===== config.mk =====
export PLATFORM = sky130hd
export DESIGN_NAME = npc_axi_master
export DESIGN_NICKNAME = d
export VERILOG_FILES = /design/src/rtl/npc_axi_pkg.sv /design/src/rtl/npc_axi_master.sv
export SDC_FILE = /design/constraint.sdc
export NUM_CORES = 1
export LEC_CHECK = 0
export CAP_MARGIN = 30
export CORE_AREA = 2 2 202 204
export CTS_CLUSTER_SIZE = 25
export DETAILED_ROUTE_END_ITERATION = 10
export DIE_AREA = 0 0 204 206
export MAX_ROUTING_LAYER = met4
export PLACE_DENSITY = 0.57
export SYNTH_ARGS = -nofsm -noshare
export SYNTH_HDL_FRONTEND = slang
export SYNTH_SLANG_ARGS = --single-unit

===== constraint.sdc =====
create_clock -name aclk -period 13 [get_ports aclk]
set_clock_uncertainty 0.2 [all_clocks]
set_input_delay 3.9 -clock aclk [delete_from_list [all_inputs] [get_ports aclk]]
set_output_delay 3.9 -clock aclk [all_outputs]
set_load 0.02 [all_outputs]

===== src/rtl/npc_axi_pkg.sv =====
// Shared definitions for the NPC AXI4-Lite initiator: response codes and FSM states.
package npc_axi_pkg;

    localparam logic [1:0] RESP_OKAY   = 2'b00;
    localparam logic [1:0] RESP_EXOKAY = 2'b01;
    localparam logic [1:0] RESP_SLVERR = 2'b10;
    localparam logic [1:0] RESP_DECERR = 2'b11;

    typedef enum logic [2:0] {
        IDLE    = 3'd0,
        RD_ADDR = 3'd1,
        RD_DATA = 3'd2,
        WR_REQ  = 3'd3,
        WR_RESP = 3'd4
    } state_e;

    // SLVERR and DECERR are both reported to the core as a plain error.
    function automatic logic resp_is_err(input logic [1:0] resp);
        return (resp == RESP_SLVERR) || (resp == RESP_DECERR);
    endfunction

endpackage


===== src/rtl/npc_axi_master.sv =====
// AXI4-Lite initiator for the NPC core memory port; one outstanding read or write.
// Optional feature: `NPC_AXI_ALIGN_CHECK_EN rejects misaligned requests without bus traffic.
module npc_axi_master
    import npc_axi_pkg::*;
#(
    parameter int unsigned ADDR_W = 32,
    parameter int unsigned DATA_W = 64
) (
    input  logic                  aclk,
    input  logic                  areset,

    input  logic                  req_valid,
    output logic                  req_ready,
    input  logic                  req_wen,
    input  logic [ADDR_W-1:0]     req_addr,
    input  logic [DATA_W-1:0]     req_wdata,
    input  logic [DATA_W/8-1:0]   req_wstrb,
    input  logic [63:0]           req_pc,

    output logic                  resp_valid,
    output logic [DATA_W-1:0]     resp_rdata,
    output logic                  resp_err,
    output logic [63:0]           pc,

    output logic [ADDR_W-1:0]     araddr,
    output logic                  arvalid,
    input  logic                  arready,
    input  logic [DATA_W-1:0]     rdata,
    input  logic [1:0]            rresp,
    input  logic                  rvalid,
    output logic                  rready,

    output logic [ADDR_W-1:0]     awaddr,
    output logic                  awvalid,
    input  logic                  awready,
    output logic [DATA_W-1:0]     wdata,
    output logic [DATA_W/8-1:0]   wstrb,
    output logic                  wvalid,
    input  logic                  wready,
    input  logic [1:0]            bresp,
    input  logic                  bvalid,
    output logic                  bready
);

    localparam int unsigned STRB_W = DATA_W / 8;

    state_e state;
    logic   aw_done;
    logic   w_done;

    logic accept_c;
    logic misalign_c;
    logic aw_hs_c;
    logic w_hs_c;

    assign accept_c = req_valid & req_ready;
    assign aw_hs_c  = awvalid & awready;
    assign w_hs_c   = wvalid & wready;

`ifdef NPC_AXI_ALIGN_CHECK_EN
    assign misalign_c = (req_addr[2:0] != 3'b000);
`else
    assign misalign_c = 1'b0;
`endif

    // Transaction sequencer; every output is a flop updated here.
    always_ff @(posedge aclk or posedge areset) begin
        if (areset) begin
            state      <= IDLE;
            req_ready  <= 1'b1;
            resp_valid <= 1'b0;
            resp_rdata <= '0;
            resp_err   <= 1'b0;
            pc         <= '0;
            araddr     <= '0;
            arvalid    <= 1'b0;
            rready     <= 1'b0;
            awaddr     <= '0;
            awvalid    <= 1'b0;
            wdata      <= '0;
            wstrb      <= STRB_W'(0);
            wvalid     <= 1'b0;
            bready     <= 1'b0;
            aw_done    <= 1'b0;
            w_done     <= 1'b0;
        end else begin
            resp_valid <= 1'b0;
            case (state)
                IDLE: begin
                    if (accept_c) begin
                        pc <= req_pc;
                        if (misalign_c) begin
                            resp_valid <= 1'b1;
                            resp_err   <= 1'b1;
                        end else if (req_wen) begin
                            state     <= WR_REQ;
                            req_ready <= 1'b0;
                            awaddr    <= req_addr;
                            wdata     <= req_wdata;
                            wstrb     <= req_wstrb;
                            awvalid   <= 1'b1;
                            wvalid    <= 1'b1;
                            aw_done   <= 1'b0;
                            w_done    <= 1'b0;
                        end else begin
                            state     <= RD_ADDR;
                            req_ready <= 1'b0;
                            araddr    <= req_addr;
                            arvalid   <= 1'b1;
                        end
                    end
                end
                RD_ADDR: begin
                    if (arready) begin
                        arvalid <= 1'b0;
                        rready  <= 1'b1;
                        state   <= RD_DATA;
                    end
                end
                RD_DATA: begin
                    if (rvalid) begin
                        rready     <= 1'b0;
                        resp_valid <= 1'b1;
                        resp_rdata <= rdata;
                        resp_err   <= resp_is_err(rresp);
                        req_ready  <= 1'b1;
                        state      <= IDLE;
                    end
                end
                WR_REQ: begin
                    // AW and W complete independently; leave once both have handshaken.
                    if (aw_hs_c) begin
                        awvalid <= 1'b0;
                        aw_done <= 1'b1;
                    end
                    if (w_hs_c) begin
                        wvalid <= 1'b0;
                        w_done <= 1'b1;
                    end
                    if ((aw_done | aw_hs_c) & (w_done | w_hs_c)) begin
                        aw_done <= 1'b0;
                        w_done  <= 1'b0;
                        bready  <= 1'b1;
                        state   <= WR_RESP;
                    end
                end
                WR_RESP: begin
                    if (bvalid) begin
                        bready     <= 1'b0;
                        resp_valid <= 1'b1;
                        resp_err   <= resp_is_err(bresp);
                        req_ready  <= 1'b1;
                        state      <= IDLE;
                    end
                end
                default: begin
                    state     <= IDLE;
                    req_ready <= 1'b1;
                end
            endcase
        end
    end

endmodule

==> results of run 1 <==
==> kinds of logic (layout without fill, tap and decap cells) <==
logic type,after synthesis,count (layout),synth area share (%)
DFF,277,277,66.6
and+or+nand+nor,225,225,8.56
muxes,201,201,21.7
buffers and inverters,43,583,1.86
AOI/OAI and AO/OA,22,22,1.29
other,0,3,0
==> cell type report <==
type                       instances  share of cell area [%]
sequential                       277                    40.0
timing repair buffer             524                    30.4
multi-input combinational        448                    19.2
clock buffer                      49                    5.72
tap                              532                    3.84
clock inverter                     7                   0.650
inverter                           3                   0.108
antenna                            3                  0.0433
==> report_power, final <==
part / internal, mW / switching [mW] / total, mW
logic: 1.11 / 1.07 / 2.18
clock network: 0.587 / 0.364 / 0.951
registers: 1.29 / 0.228 / 1.52
==> flip-flops by register name, indices dropped and copies added, names as in the netlist, 3 cells and up <==
signal,flops
araddr,32
wstrb,8
wdata,64
awaddr,32
resp_rdata,64
pc,64
state,3
==> worst max-delay path, cell delays in order <==
cell and delay (ns):
clkdlybuf4s50_1 0.40, nand2_1 0.14, nor4_4 0.04, buf_4 0.17
buf_16 0.21, nand2_4 0.59, buf_4 0.74, mux2_2 0.42
==> synthesized netlist by cell type, types with 2 or more instances <==
cell        n
nor3_1      2
nand2_1   207
inv_1       3
mux2_1     38
o211ai_1    2
mux2_2    163
a21oi_1     7
o21ai_0     7
a31oi_1     2
clkbuf_1   13
nor2b_1     2
buf_4       4
nand3_1     2
dfrtp_1   276
nor2_1      6
buf_2      14
buf_1       9
==> per-stage QoR <==
step	worst slack (ns)	instances
4_1_cts	6.17	1838
3_5_place_dp	5.61	1782
5_1_grt	6.37	1843
3_3_place_gp	5.61	1781
6_report	6.50	1843
2_1_floorplan	1.26	768
==> placed cells by master, fill, tap and decap left out, types with 3 or more instances in the layout <==
cell	n
clkdlybuf4s50_1	514
dfrtp_1	276
nand2_1	206
mux2_2	163
mux2_1	38
clkbuf_16	37
clkbuf_1	10
a21oi_1	7
o21ai_0	7
buf_4	7
nor2_1	6
diode_2	3
clkinv_2	3
bufinv_16	3
==> final timing paths <==
check	start	endpoint	depth (start not counted)
min in group asynchronous	areset	araddr[12]	2
hold / removal	req_ready	req_ready	2
max in group asynchronous	areset	pc[33]	4
hold reg to reg	req_ready	req_ready	2
setup reg to reg	state[1]	wstrb[1]	6
setup / recovery	req_valid	wstrb[1]	8
==> routing by layer <==
metal	vias up	global-route usage (%)	routed length, um	part of all wire (%)
met3	51	6.24	3180	9.5
met4	0	4.76	859	2.6
li1	3615	-	-	-
met1	3799	17.5	12900	39
met2	329	26.4	16500	49
met5	-	-	0	0
==> impl_metrics.py, run 1 <==
metrics = {
    "run": {
        "maxCapViolCount": 0,
    },
    "cts": {
        "clk_latency_ns": 0.52,
        "cts_root_buf": "clkbuf_16",
        "post-cts-setup-buffers": 0,
        "clock_path_buffers": 3,
        "cts_tree": "done",
        "cts_htree_levels": 2,
        "cts_resized": 0,
        "ctsHoldBuffers": 0,
        "cts-buffers-inserted": 36,
        "path_clk_slew_ns": 0.06,
        "cts_sinks": 277,
    },
    "worst_setup_path": {
        "critPathKind": "in2reg",
        "arrival_ns": 6.70,
        "worst_setup_path_start_kind": "primary input",
        "r2r_slack_ns": 9.73,
        "critPathRequiredTime_ns": 13.20,
        "cp-end-kind": "register",
        "crit_path_max_fanout": 70,
    },
    "worst_hold_path": {
        "hp-class": "reg2reg",
    },
    "sta": {
        "finalHoldViolations": 0,
        "relSlewSlack_pct": 39.2,
        "tightest_slew_ns": 0.911,
        "tns_ns": 0,
        "fin_hold_ws_ns": 0.265,
        "fmax_mhz": 154,
        "finalCriticalPeriod_ns": 6.50,
        "final_max_slew_viol_count": 0,
        "setup_viol": 0,
        "rsz0062_at_grt": "no",
        "layout_worst_path_cycle_share_pct": 50.0,
    },
    "die": {
        "coreArea_um2": 40200,
        "fp.dieArea_um2": 42000,
        "io_pins": 517,
        "floorplan.rows": 74,
        "initial_core_util_pct": 25.9,
        "chipHeight_um": 206,
        "fp.dieW_um": 204,
    },
    "synthesis": {
        "seq_area_frac_synth_pct": 66.6,
        "synth-async-reset-ratio_pct": 100,
        "synth_area_leader_cell": "dfrtp_1",
        "ys_ff_latch": 277,
        "synth-edff-count": 0,
        "yosys.cell_types.count": 28,
        "synthTopCellsByArea": "dfrtp_1, mux2_2, nand2_1",
        "synth_warnings": 0,
        "synthDominantCellAreaShare_pct": 66.3,
        "synthesis.area_um2": 10400,
        "syn-num-nets": 1013,
        "syn_inst": 768,
        "syn_area_per_cell_um2": 13.6,
        "ys.flop_type": "dfrtp_1",
    },
    "global_route": {
        "antenna_found_initial": 3,
        "grt_pass1_vias": 8067,
        "grt_start_max_net_pins": 76,
        "grt_overflow": 0,
        "grt_pass1_wl_um": 48600,
        "grt_usage_pct": 15.8,
    },
    "power": {
        "p_leak_nw": 7.45,
        "power_mw": 4.65,
        "ir_drop_mv": 0.124,
        "cellPowerDensity_nw_per_um2": 269,
    },
    "final_layout": {
        "postLayoutCellArea_um2": 17300,
        "nets": 1535,
        "final_core_util_pct": 43.1,
        "multiInputGateArea_um2": 3320,
        "fillers": 3813,
        "synthToLayoutAreaGrowth_pct": 66.3,
        "drive_gt1_share_pct": 17.4,
        "seqCellArea_um2": 6930,
    },
    "place": {
        "gp_congestion": 0.754,
        "dp_hpwl_um": 24100,
        "place_area_um2": 16200,
        "portBuffers": 514,
    },
    "drt": {
        "drc": 0,
        "drt_first_pass_iters": 4,
        "routed_wl_um": 33400,
        "ant_nets": 0,
        "vias": 7794,
        "vias_per_cell": 4.23,
        "drtIter0Drc": 208,
        "wl_per_cell_um": 18.1,
    },
    "status": {
        "status": "finished clean",
    },
}
Power figures use the tool's default switching activity.
==> run 2: changes to the inputs <==
==> constraint.sdc (replaced) <==
create_clock -name aclk -period 6.8 [get_ports aclk]
set_clock_uncertainty 0.2 [all_clocks]
set_input_delay 2.04 -clock aclk [delete_from_list [all_inputs] [get_ports aclk]]
set_output_delay 2.04 -clock aclk [all_outputs]
set_load 0.02 [all_outputs]
==> impl_metrics.py, run 2 (same netlist as run 1, synthesis figures left out) <==
metrics = {
    "place": {
        "dp_hpwl_um": 24000,
        "portBuffers": 514,
        "gp_congestion": 0.779,
    },
    "sta": {
        "tns_ns": 0,
        "tightest_slew_ns": 0.922,
        "setup_viol": 0,
        "relSlewSlack_pct": 38.5,
        "final_max_slew_viol_count": 0,
        "finalCriticalPeriod_ns": 4.13,
        "layout_worst_path_cycle_share_pct": 60.8,
        "finalHoldViolations": 0,
        "rsz0062_at_grt": "no",
        "fmax_mhz": 242,
    },
    "cts": {
        "cts_sinks": 277,
        "clock_path_buffers": 3,
        "cts_resized": 0,
        "path_clk_slew_ns": 0.06,
        "cts-buffers-inserted": 34,
        "cts_tree": "done",
        "ctsHoldBuffers": 0,
        "clk_latency_ns": 0.52,
        "post-cts-setup-buffers": 0,
        "cts_root_buf": "clkbuf_16",
        "cts_htree_levels": 2,
    },
    "drt": {
        "ant_nets": 0,
        "vias_per_cell": 4.19,
        "drtIter0Drc": 222,
        "drc": 0,
        "routed_wl_um": 32800,
        "drt_first_pass_iters": 4,
        "wl_per_cell_um": 17.7,
        "vias": 7750,
    },
    "global_route": {
        "grt_start_max_net_pins": 137,
        "antenna_found_initial": 2,
        "grt_pass1_wl_um": 48300,
        "grt_usage_pct": 15.6,
        "grt_pass1_vias": 8110,
        "grt_overflow": 0,
    },
    "final_layout": {
        "synthToLayoutAreaGrowth_pct": 66.9,
        "reg_top3": "pc (64), resp_rdata (64), wdata (64)",
        "drive_gt1_share_pct": 18.2,
        "nets": 1534,
        "layout_common_cells": "clkdlybuf4s50_1, dfrtp_1, nand2_1, mux2_2, mux2_1",
        "final_common_cell": "clkdlybuf4s50_1",
    },
    "worst_setup_path": {
        "worst_setup_path_start_kind": "primary input",
        "cp-end-kind": "register",
        "critPathRequiredTime_ns": 7.00,
        "cpPeakStageDelay_ns": 0.54,
        "crit_path_cell_trace": "clkdlybuf4s50_1 -> nand2_1 -> nor4_4 -> nand2_4 -> buf_4 -> mux2_1",
        "crit_path_max_fanout": 62,
        "cp_slowest_cell": "nand2_4",
        "arrival_ns": 4.33,
        "critPathKind": "in2reg",
    },
    "status": {
        "status": "finished clean",
    },
    "power": {
        "power_mw": 8.90,
        "p_leak_nw": 7.48,
        "ir_drop_mv": 0.223,
        "cellPowerDensity_nw_per_um2": 512,
    },
    "die": {
        "floorplan.rows": 74,
        "fp.dieW_um": 204,
        "coreArea_um2": 40200,
        "chipHeight_um": 206,
        "initial_core_util_pct": 25.9,
        "fp.dieArea_um2": 42000,
        "io_pins": 517,
    },
    "run": {
        "maxCapViolCount": 0,
    },
    "worst_hold_path": {
        "hp-class": "reg2reg",
    },
}
==> run 2: stage by stage <==
| stage | worst slack [ns] | util [%] | cell area, um^2 | std cells | hold WS (ns) |
|---|---|---|---|---|---|
| global route | 2.53 | 43.3 | 17400 | 1849 | 0.289 |
| detailed placement | 2.06 | 40.4 | 16200 | 1785 | 0.261 |
| CTS | 2.62 | 43.2 | 17400 | 1847 | 0.276 |
| floorplan | 0.895 | - | 10400 | 768 | 0.284 |
| global placement | 2.05 | 40.2 | 16200 | 1782 | 0.259 |
| finish | 2.67 | 43.3 | 17400 | 1849 | 0.270 |
==> run 2: path summary, 6_finish.rpt <==
kind / start / end / slack (ns) / cells after the start
max in group asynchronous: areset / resp_rdata[63] / 3.57 / 4
worst max register to register: state[1] / wdata[45] / 4.00 / 4
worst min-delay path: resp_rdata[37] / resp_rdata[37] / 0.27 / 2
min in group asynchronous: areset / wdata[10] / 1.57 / 2
worst max-delay path: req_valid / wdata[45] / 2.67 / 6
worst min register to register: resp_rdata[37] / resp_rdata[37] / 0.27 / 2
==> run 2: area by class of cell <==
cell class              count  area, um^2
multi-input cells         448        3320
fillers                  3814       22800
well taps                 532         666
clock buffers              52        1070
repair buffers            525        5280
clock inverters            10        83.8
flip-flops and latches    277        6930
diodes                      2        5.00
inverters                   3        15.0
==> run 2: where the power goes <==
part | internal (mW) | leakage (nW) | switching [mW]
registers | 2.47 | 3.34 | 0.426
clock network | 1.13 | 0.570 | 0.712
logic | 2.13 | 3.57 | 2.03
total | 5.73 | 7.48 | 3.17
==> run 2: routing by layer <==
metal  vias up  GRT usage [%]  part of all wire [%]
met1      3746           17.9                    40
li1       3627              -                     -
met3        51           4.94                   8.5
met2       326           25.8                    49
met4         0           5.41                   2.4
met5         -              -                     0
==> run 2: worst max-delay path, delay by kind of cell <==
kind | cells | cell delay (ns)
simple gates | 3 | 0.96
mux | 1 | 0.35
buf+inv | 2 | 0.93
==> RTL edit 1 (settings of run 1) <==
`DATA_W`: 64 -> 68.
--- a/src/rtl/npc_axi_master.sv
+++ b/src/rtl/npc_axi_master.sv
@@ -4,7 +4,7 @@
     import npc_axi_pkg::*;
 #(
     parameter int unsigned ADDR_W = 32,
-    parameter int unsigned DATA_W = 64
+    parameter int unsigned DATA_W = 68
 ) (
     input  logic                  aclk,
     input  logic                  areset,
Interface: changed (resized rdata, req_wdata, resp_rdata and wdata); port bits go from 517 to 533. The function was not compared with the original's and may differ.
==> RTL edit 1 against run 1 <==
Die area unchanged. Design area up 3.1%. Synthesized area up 3.8%. Power up 2.1%. Critical path type unchanged. Core utilization up 1.3 points. Sequential cell count up 8. Clock power up 2.4%. Sequential share of layout area down 0.073 points. First-iteration DRC count up 14%. Setup slack better by 0.23 ns. Routed wire length down 1.2%. Largest cell class unchanged.
==> RTL edit 1: results (changes against run 1) <==
status complete, no violations; fraction of standard cell area in multi-input logic 19.1% (-0.061 points); vias in the first global route 8177 (+1.4%); Leak 0.00766 uW (+2.8%); compound-gate portion of the synthesized area 1.16% (-0.13 points); CP max FO 57 (-19%); CLK BUF 53 (+8.2%); post-synthesis mux area share 21.3% (-0.38 points); Layout clock area frac 6.49% (+0.13 points); Slew HR 38.2% (-1.1 points); biggest regs resp_rdata x68, wdata x68, pc x64; Synth Net Count 1044 (+3.1%); Min-Delay Startpoint resp_rdata[23]; First DRT Iteration DRCs 238 (+14%); ant diodes 2 (-1); fraction of registers with async set/reset 100% (unchanged); critical path data arrival time 6.46 ns (-0.24 ns); Detailed Place HPWL 23900 microns (-0.59%); Seq/Total Area, Yosys 66.0% (-0.59 points); filler cell count in the final layout 3747 (-1.7%); number of non-clock buffers in the layout 541 (+3.2%); hold endpoint resp_rdata[23]; P_sw 1690 uW (+2.1%); fraction of area in registers 39.9% (-0.073 points); post-synth cell types 30 (+7.1%); total setup buffers inserted after CTS 0 (unchanged); comb_multi_in 462 (+3.1%); largest net degree at the start of global routing 80 (+5.3%); CP Capture Type flip-flop; drt pass-1 iters 4 (unchanged); post-placement setup slack 6.03 ns (+0.422 ns); All-Layer GR Usage 15.6% (-0.19 points); Max IR drop VDD 129 uV (+4.6%); R2R Path End wdata[38]; Layout Nets 1581 (+3.0%); source of the critical timing path req_valid; Seq cells 285 (+2.9%); fin worst setup slack 6.73 ns (+0.229 ns); Non-clock buffering overhead 30.6% (+0.14 points); routability cong. 0.767 (+1.7%); most frequent cells after synthesis 284 x dfrtp_1, 217 x nand2_1, 120 x mux2_2, 85 x mux2_1, 14 x buf_2; PortBufs 530 (+3.1%); R2R cell count 5 (-1); Hold Crit Depth 2 (unchanged); vias 8000 (+2.6%); initial antenna violation count 1 (-2); top cells by area, synth dfrtp_1 66%, mux2_2 12%, mux2_1 8.9%; CTS Buf Count 35 (-2.8%); share of layout cells above drive strength 1 14.3% (-3.2 points); WL per Instance 17.5 microns (-3.4%); first-pass GRT wire length 48900 microns (+0.60%)
==> RTL edit 1: logic make-up (layout without fill, tap and decap cells) <==
logic type	Yosys count	after routing
other	0	2
buffers and inverters	44	605
AO/OA/AOI/OAI	20	20
multiplexers	205	205
AND/OR/NAND/NOR	237	237
flip-flops	285	285
==> RTL edit 1: layer usage <==
layer	track usage, %	up-vias	routed length (microns)
li1	-	3727	-
met1	18.6	3930	13200
met2	24.9	295	16400
met3	5.03	48	2660
met4	5.72	0	767
met5	-	-	0
==> RTL edit 1: power groups by stage <==
| stage | Clock (uW) | Combinational [uW] | Sequential [uW] |
|---|---|---|---|
| 6_report | 974 | 2210 | 1560 |
| 2_1_floorplan | 0 | 564 | 2090 |
| 4_1_cts | 1010 | 2250 | 1570 |
| 3_3_place_gp | 0 | 2230 | 1560 |
| 3_5_place_dp | 0 | 2240 | 1580 |
| 5_1_grt | 1050 | 2340 | 1620 |
==> RTL edit 1: metrics by stage <==
| stage | cell area, sq um | cells | utilization [%] | power, uW | hold slack [ns] |
|---|---|---|---|---|---|
| 2_1_floorplan | 10800 | 791 | - | 2650 | 0.300 |
| 3_3_place_gp | 16600 | 1819 | 41.3 | 3790 | 0.258 |
| 3_5_place_dp | 16600 | 1821 | 41.4 | 3820 | 0.261 |
| 4_1_cts | 17800 | 1882 | 44.3 | 4830 | 0.276 |
| 5_1_grt | 17900 | 1885 | 44.4 | 5020 | 0.291 |
| 6_report | 17900 | 1886 | 44.4 | 4750 | 0.269 |
==> RTL edit 1: critical path, stage by stage <==
cell and delay (ns):
clkdlybuf4s50_1 0.46, nand2_1 0.11, and4bb_4 0.80, buf_4 0.43, buf_16 0.29, mux2_1 0.37
==> RTL edit 2 (config.mk and constraints of run 1) <==
Without the edit above. Encoding of `state_e`: now one-hot (5 bits for 5 states).
--- a/src/rtl/npc_axi_pkg.sv
+++ b/src/rtl/npc_axi_pkg.sv
@@ -6,12 +6,12 @@
     localparam logic [1:0] RESP_SLVERR = 2'b10;
     localparam logic [1:0] RESP_DECERR = 2'b11;
 
-    typedef enum logic [2:0] {
-        IDLE    = 3'd0,
-        RD_ADDR = 3'd1,
-        RD_DATA = 3'd2,
-        WR_REQ  = 3'd3,
-        WR_RESP = 3'd4
+    typedef enum logic [4:0] {
+        IDLE    = 5'b00001,
+        RD_ADDR = 5'b00010,
+        RD_DATA = 5'b00100,
+        WR_REQ  = 5'b01000,
+        WR_RESP = 5'b10000
     } state_e;
 
     // SLVERR and DECERR are both reported to the core as a plain error.
Check against the original RTL: same outputs for any inputs over 4 cycles, from zero or initial values and one cycle with areset high; so few cycles prove little.
==> RTL edit 2 against run 1 <==
Cell count is 6.7% lower. First-iteration DRC count grew 14%. Critical path depth decreased by 4. Design area is 0.29% higher. Setup slack better by 0.33 ns. Sequential cell count increased by 2. Power down 1.2%. Via count is 6.4% lower. Synthesized area is 1.8% higher. Maximum frequency up 5.3%. Sequential share of layout area increased by 0.18 points. Routed wire length is 9.7% lower.
==> RTL edit 2: results (changes against run 1) <==
most frequent cells after synthesis 277 x dfrtp_1, 252 x mux2_2, 16 x buf_2, 12 x mux2_1, 10 x buf_6; routed wire length 30200 microns (-9.7%); synth warn 0 (unchanged); Mapped Cells 638 (-17%); CTS Buf Count 34 (-5.6%); share of layout cells above drive strength 1 27.1% (+9.7 points); critical path data arrival time 6.50 ns (-0.20 ns); Leak 0.00722 uW (-3.0%); cts repair resizes 0 (unchanged); top cells by area, synth dfrtp_1 65%, mux2_2 27%, mux2_1 1.3%; Min-Delay Startpoint arvalid; fraction of registers with async set/reset 100% (unchanged); WL per Instance 17.6 microns (-3.2%); post-synth cell types 37 (+32%); Hold Crit Depth 1 (-1); placed insts 1658 (-7.0%); hold endpoint arvalid; reg2reg start state[3]; PortBufs 514 (unchanged); hold crit path type reg -> reg; status complete, no violations; Layout Nets 1408 (-8.3%); All-Layer GR Usage 14.3% (-1.5 points); Detailed Place HPWL 22100 microns (-8.4%); R2R Path End araddr[16]; First DRT Iteration DRCs 238 (+14%); first-pass GRT wire length 44800 microns (-7.8%); Root Buffer clkbuf_16; Slew HR 30.5% (-8.8 points); Synth Net Count 883 (-13%); initial antenna violation count 4 (+1); largest net degree at the start of global routing 81 (+6.6%); post-placement setup slack 6.11 ns (+0.499 ns); biggest regs pc x64, resp_rdata x64, wdata x64; routability cong. 0.742 (-1.6%); Reg2Reg Setup Slack 9.92 ns (+0.19 ns); later-pin clock latency in the skew report 0.51 ns; vias in the first global route 7722 (-4.3%); CTS clk-pin slew, worst paths 0.05 ns; R2R cell count 4 (-2); CP max FO 80 (+14%); total setup buffers inserted after CTS 0 (unchanged); Bufs on Longest Clock Path 3 (unchanged); fin worst setup slack 6.83 ns (+0.327 ns); CTS H-tree depth 2 (unchanged); Seq/Total Area, Yosys 65.9% (-0.69 points); Max IR drop VDD 153 uV (+23%); drt pass-1 iters 4 (unchanged); Vias/cell 4.24 (+0.33%)
-- RTL edit 2: worst max-delay path, stage by stage --
cell and delay [ns]:
clkdlybuf4s50_1 0.49, inv_8 0.43, buf_4 0.74, buf_4 0.79
-- RTL edit 2: routing by layer --
metal  up-vias  global-route usage, %  share of wire, %
met2       306                   22.8                48
met5         -                      -                 0
met3        43                   5.98                11
met4         0                   5.87               2.5
li1       3335                      -                 -
met1      3614                   15.9                38
-- RTL edit 2: cells by family (layout without fill, tap and decap cells) --
kind of cell / Yosys count / after routing / share of synthesized area [%]
buf+inv: 40 / 586 / 2.38
compound gates: 22 / 22 / 1.51
other cells: 0 / 4 / 0
simple gates: 33 / 33 / 2.20
flops: 279 / 279 / 65.9
mux: 264 / 264 / 28.0
-- RTL edit 2: cell type report --
type | instances | area [sq um]
Antenna cell | 4 | 10.0
Clock buffer | 54 | 1060
Clock inverter | 3 | 21.3
Fill cell | 3766 | 22800
Inverter | 6 | 30.0
Multi-Input combinational cell | 319 | 3370
Sequential cell | 279 | 6980
Tap cell | 532 | 666
Timing Repair Buffer | 523 | 5230
-- RTL edit 2: power by group --
group	total, uW	switching [uW]	internal, uW
sequential	1520	219	1300
combinational	2160	1000	1160
clock	912	356	557
total	4600	1580	3020
-- RTL edit 2: how the worst max path moves through the flow --
stage / from / to / depth (start not counted)
3_3_place_gp: areset / wdata[4] / 4
6_report: areset / araddr[18] / 4
3_5_place_dp: areset / wdata[7] / 4
5_1_grt: areset / araddr[18] / 4
2_1_floorplan: areset / araddr[0] / 1
4_1_cts: areset / araddr[19] / 4
-- RTL edit 2: through the flow --
| stage | total power [uW] | hold WS (ns) | instance area, sq um |
|---|---|---|---|
| global placement | 3700 | 0.265 | 16300 |
| global route | 4860 | 0.299 | 17400 |
| finish | 4600 | 0.277 | 17400 |
| detailed placement | 3730 | 0.272 | 16300 |
| CTS | 4680 | 0.285 | 17300 |
| floorplan | 2620 | 0.319 | 10600 |
